**config.mk**
```make
export PLATFORM = sky130hd
export DESIGN_NAME = pc_fetch_unit
export DESIGN_NICKNAME = d
export VERILOG_FILES = /design/src/rtl/pc_fetch_unit.sv
export SDC_FILE = /design/constraint.sdc
export NUM_CORES = 1
export LEC_CHECK = 0
export CORE_MARGIN = 2
export CORE_UTILIZATION = 40
export DETAILED_ROUTE_END_ITERATION = 8
export PLACE_DENSITY = 0.9
export SKIP_LAST_GASP = 1
export SYNTH_ARGS = -nofsm -noshare
export SYNTH_HDL_FRONTEND = slang
export SYNTH_SLANG_ARGS = --single-unit
```
**constraint.sdc**
```tcl
create_clock -name clk -period 2.35 [get_ports clk]
set_clock_uncertainty 0.05 [all_clocks]
set_input_delay 0.5875 -clock clk [delete_from_list [all_inputs] [get_ports clk]]
set_output_delay 0.5875 -clock clk [all_outputs]
set_load 0.01 [all_outputs]
```
**src/rtl/pc_fetch_unit.sv**
```systemverilog
// pc_fetch_unit
// Program-counter register and instruction-fetch sequencer for a
// single-cycle core. Holds the architectural PC and presents it to
// instruction memory through a request/ready handshake. It captures the
// returned instruction word and advances to the branch-mux PC when the core
// commits.
//
// Optional feature macro: PC_ALIGN_CHECK_EN
//   defined   : a commit with PCin[1:0] != 0 is refused. The unit raises
//               fetch_err and parks in ERROR without moving the PC.
//   undefined : PCin is loaded verbatim, and its low bits reach imem_addr.

module pc_fetch_unit #(
    parameter logic [31:0] RESET_PC      = 32'h0000_0000,
    parameter int unsigned FETCH_TIMEOUT = 16
) (
    input  logic        clk,
    input  logic        rst_n,
    input  logic [31:0] PCin,
    input  logic        advance,
    input  logic        imem_ready,
    input  logic [31:0] imem_rdata,
    output logic        imem_req,
    output logic [31:0] imem_addr,
    output logic [31:0] PCout,
    output logic [31:0] PC_plus4,
    output logic [31:0] Instruction,
    output logic        inst_valid,
    output logic        fetch_err
);

    typedef enum logic [1:0] {
        RESET_WAIT = 2'd0,
        FETCH      = 2'd1,
        HOLD       = 2'd2,
        ERROR      = 2'd3
    } state_t;

    // The counter value seen on the last waiting cycle before the timeout fires.
    localparam logic [7:0] TIMEOUT_LAST = 8'(FETCH_TIMEOUT - 1);

    state_t      state_r, state_nxt_s;
    logic [31:0] pc_r, pc_nxt_s;
    logic [31:0] instr_r, instr_nxt_s;
    logic        valid_r, valid_nxt_s;
    logic        req_r, req_nxt_s;
    logic        err_r, err_nxt_s;
    logic [7:0]  cnt_r, cnt_nxt_s;

    // Next-state and next-register-value logic; every register holds by default.
    always_comb begin
        state_nxt_s = state_r;
        pc_nxt_s    = pc_r;
        instr_nxt_s = instr_r;
        valid_nxt_s = valid_r;
        req_nxt_s   = req_r;
        err_nxt_s   = err_r;
        cnt_nxt_s   = cnt_r;
        case (state_r)
            RESET_WAIT: begin
                // First clock out of reset starts fetching the reset PC.
                state_nxt_s = FETCH;
                req_nxt_s   = 1'b1;
            end
            FETCH: begin
                if (imem_ready) begin
                    instr_nxt_s = imem_rdata;
                    valid_nxt_s = 1'b1;
                    cnt_nxt_s   = 8'd0;
                    req_nxt_s   = 1'b0;
                    state_nxt_s = HOLD;
                end else if (cnt_r == TIMEOUT_LAST) begin
                    // Memory never answered: give up and latch the fault.
                    cnt_nxt_s   = cnt_r + 8'd1;
                    err_nxt_s   = 1'b1;
                    req_nxt_s   = 1'b0;
                    state_nxt_s = ERROR;
                end else begin
                    cnt_nxt_s   = cnt_r + 8'd1;
                end
            end
            HOLD: begin
                req_nxt_s = 1'b0;
                if (advance) begin
`ifdef PC_ALIGN_CHECK_EN
                    if (PCin[1:0] != 2'b00) begin
                        // Misaligned target: keep the old PC and stop.
                        err_nxt_s   = 1'b1;
                        valid_nxt_s = 1'b0;
                        state_nxt_s = ERROR;
                    end else begin
                        pc_nxt_s    = PCin;
                        valid_nxt_s = 1'b0;
                        req_nxt_s   = 1'b1;
                        state_nxt_s = FETCH;
                    end
`else
                    pc_nxt_s    = PCin;
                    valid_nxt_s = 1'b0;
                    req_nxt_s   = 1'b1;
                    state_nxt_s = FETCH;
`endif
                end else begin
                    state_nxt_s = HOLD;
                end
            end
            ERROR: begin
                // Terminal until reset; nothing further is requested.
                req_nxt_s   = 1'b0;
                valid_nxt_s = 1'b0;
            end
            default: begin
                // An illegal encoding is treated as a fault.
                req_nxt_s   = 1'b0;
                valid_nxt_s = 1'b0;
                err_nxt_s   = 1'b1;
                state_nxt_s = ERROR;
            end
        endcase
    end

    // State and datapath registers; asynchronous reset discards any fetch in flight.
    always_ff @(posedge clk or negedge rst_n) begin
        if (!rst_n) begin
            state_r <= RESET_WAIT;
            pc_r    <= RESET_PC;
            instr_r <= 32'h0000_0000;
            valid_r <= 1'b0;
            req_r   <= 1'b0;
            err_r   <= 1'b0;
            cnt_r   <= 8'd0;
        end else begin
            state_r <= state_nxt_s;
            pc_r    <= pc_nxt_s;
            instr_r <= instr_nxt_s;
            valid_r <= valid_nxt_s;
            req_r   <= req_nxt_s;
            err_r   <= err_nxt_s;
            cnt_r   <= cnt_nxt_s;
        end
    end

    assign imem_req    = req_r;
    assign imem_addr   = pc_r;
    assign PCout       = pc_r;
    assign PC_plus4    = pc_r + 32'd4;
    assign Instruction = instr_r;
    assign inst_valid  = valid_r;
    assign fetch_err   = err_r;

endmodule

```
==> results.sh <==
export IMPL_seqCellArea_sq_um=1930
export IMPL_max_slew_margin=0.652
export IMPL_dr_pass1_iters=4
export IMPL_rsz0062_at_grt="yes"
export IMPL_fillers=594
export IMPL_path_clk_slew_ns=0.08
export IMPL_ant_nets=0
export IMPL_multi_input_area_sq_um=1850
export IMPL_max_freq_mhz=362
export IMPL_synth_cell_types=35
export IMPL_wl_per_cell_um=18.9
export IMPL_clkPwrFrac=0.093
export IMPL_synth_top_cells_by_count="nand2_1, dfrtp_1, buf_4"
export IMPL_die_width_um=103
export IMPL_syn_avg_cell_area_sq_um=9.93
export IMPL_nets=706
export IMPL_r2r_cells=6
export IMPL_rows=35
export IMPL_tightest_slew_ns=0.522
export IMPL_cts_root_buf="clkbuf_8"
export IMPL_synth_top_cell_area_share=0.495
export IMPL_numCtsBuffers=9
export IMPL_crit_type="register to output port"
export IMPL_vdd_drop_max_v=0.000647
export IMPL_failed_checks="setup timing"
export IMPL_cts_tree="done"
export IMPL_totalWireLength_mm=14.4
export IMPL_drc=0
export IMPL_setup_viol=23
export IMPL_grt_pass1_vias=3826
export IMPL_fin_crit_sh=1.17
export IMPL_critPathArrivalTime_ns=2.12
export IMPL_ctsHtreeMaxLevel=3
export IMPL_p_switching_mw=3.52
export IMPL_design_core_area_sq_um=9330
export IMPL_drv_cap=0
export IMPL_powerDensity_nw_per_um2=1330
export IMPL_cp_required_ns=1.71
export IMPL_synth_largest_area_cell="dfrtp_1"
export IMPL_synth_most_common_cell="nand2_1"
export IMPL_yosysWarnings=0
export IMPL_grt_max_degree=41
export IMPL_start_util=0.417
export IMPL_clk_insertion_delay_late_ns=0.33
export IMPL_power_leakage_nw=3.08
export IMPL_worstPathCellList="nand3_2 > nor4_4 > buf_4 > buf_6 > buf_6 > nand3_2 > xnor2_1 > buf_2"
export IMPL_cp_end_kind="output port"
export IMPL_setup_slack_ns=-0.411
export IMPL_routabilityCongestion=0.981
export IMPL_hp_class="input pin to asynchronous set/reset pin"
export IMPL_synth_nets=466
export IMPL_clk_path_buf_depth=2
export IMPL_dp_final_hpwl_mm=9.12
export IMPL_antenna_cells=0
export IMPL_grt_pass1_wl_mm=19.3
export IMPL_ys_flop_type="dfrtp_1"
export IMPL_drive_gt1_frac=0.289
export IMPL_vias_per_cell=5.10
export IMPL_drt_iter0_drc=194
export IMPL_comb_power_share=0.634
export IMPL_dp_slack_ns=-0.329
export IMPL_critical_path_slowest_cell="dfrtp_1"
export IMPL_synthArstFlopShare=1.00
export IMPL_synth_area_sq_um=3890
export IMPL_synth_seq_area_share=0.495
export IMPL_synth_edf_count=0
export IMPL_power_mw=8.86
export IMPL_area_delta_synth_final_pct=71.6
export IMPL_hold_ws_ns=0.172
export IMPL_track_usage=0.238
export IMPL_via_count=3889
export IMPL_die_y_um=103
export IMPL_crit_path_max_incr_delay_ns=0.42
export IMPL_antenna_found_initial=0
export IMPL_slew_violations=0
export IMPL_io_buffers=198
export IMPL_swShare=0.397
export IMPL_power_frac_seq=0.273
export IMPL_status="finished with violations"
export IMPL_num_io_pins=199
export IMPL_dieArea_sq_um=10500
export IMPL_clock_sinks=77
export IMPL_period_needed_ns=2.76
export IMPL_intPower_mw=5.34
export IMPL_hold_viol=0
export IMPL_synth_seq_cells=77
export IMPL_postSynthCellCount=392
export IMPL_synth_area_top_cells="dfrtp_1, nand2_1, mux2_2"
export IMPL_grt_ovfl_total=0
export IMPL_start_kind="register"
export IMPL_crit_fanout=5
==> worst paths after layout <==
check	from	to	slack [ns]
setup reg to reg	state_r[1]	cnt_r[7]	0.50
setup / recovery	PCout[11]	PC_plus4[27]	-0.41
max in group asynchronous	rst_n	cnt_r[4]	1.49
min in group clk	Instruction[19]	Instruction[19]	0.43
hold reg to reg	Instruction[19]	Instruction[19]	0.43
hold / removal	rst_n	Instruction[15]	0.17
==> sequential cells by signal (all words and copies together), names as in the netlist <==
register / flops
cnt_r: 8
inst_valid: 1
PCout: 32
Instruction: 32
state_r: 2
imem_req: 1
fetch_err: 1
==> cell type report <==
type / instances / share of cell area
Timing Repair Buffer: 275 / 0.381
Sequential cell: 77 / 0.289
Multi-Input combinational cell: 259 / 0.277
Tap cell: 129 / 0.0242
Clock buffer: 10 / 0.0206
Inverter: 10 / 0.00562
Clock inverter: 3 / 0.00225
==> cells in the final DEF (no fill, tap or decap), types with 2 or more instances in the layout <==
cell             netlist  final
clkbuf_2               0      2
xor2_1                 8      6
dfrtp_1               77     77
mux2_2                33     33
nand3_1               14      4
nand4b_1               2      2
nand4_1                9      9
o22ai_1                3      3
nand3_2                2      6
clkdlybuf4s50_1        0    169
nand2_4                0      2
nand2_1              114    112
buf_4                 34     61
nor2_4                 0      2
nor4_4                 2      3
nor2b_1                2      2
buf_2                  0     22
clkinv_2               0      3
nor3_1                 6      3
xor2_2                 0      2
o21ai_0                4      4
buf_12                 0      5
xnor2_1               23     18
nor2_1                10      8
and4_1                 2      2
xnor2_2                0      5
nor3_4                 0      2
ha_1                   6      5
mux2i_1                2      2
clkbuf_8               0     10
inv_1                 10     10
a21oi_1                4      4
dlygate4sd2_1          0      2
buf_6                  1     12
nand3_4                0      6
==> worst max-delay path, delay by kind of cell (launching register included) <==
family	cells	cell delay (ns)
XOR/XNOR	1	0.23
buffers and inverters	4	0.59
flip-flops	1	0.42
AND/OR/NAND/NOR	3	0.55
==> kinds of logic after synthesis <==
family,count (synthesis),synth area share
compound gates,15,0.0228
xor+xnor,31,0.0698
buf+inv,56,0.0887
fa+ha+maj,6,0.0193
simple gates,172,0.204
mux,35,0.101
flops,77,0.495
==> power groups by stage <==
stage / registers [mW] / clock network [mW] / logic, mW
floorplan: 2.78 / 0 / 1.96
global placement: 2.33 / 0 / 5.20
detailed placement: 2.39 / 0 / 5.34
CTS: 2.37 / 0.859 / 5.30
global route: 2.48 / 0.908 / 5.96
finish: 2.41 / 0.828 / 5.62
==> metal layers <==
layer	global-route usage	wire length [um]	vias to the layer above
met3	0.0692	1690	48
met2	0.406	7120	256
met1	0.276	5120	1847
met5	0	0	-
li1	-	-	1738
met4	0.113	453	0
==> per-stage QoR <==
stage | setup TNS [ns] | utilization | cell area, sq um | instances
floorplan | 0 | - | 3890 | 392
global placement | -1.84 | 0.656 | 6110 | 720
detailed placement | -3.87 | 0.656 | 6110 | 720
CTS | -2.77 | 0.691 | 6450 | 751
global route | -7.43 | 0.716 | 6680 | 763
finish | -5.29 | 0.716 | 6680 | 763
==> what timing repair did <==
action                     in CTS  in global routing
pin swaps                      25                 27
setup buffers                  17                 15
setup endpoints to repair      27                 26
hold buffers                    0                  0
gates resized for setup       116                 40
gates cloned                    1                  0
No activity file was read; power rests on OpenSTA's default activity.
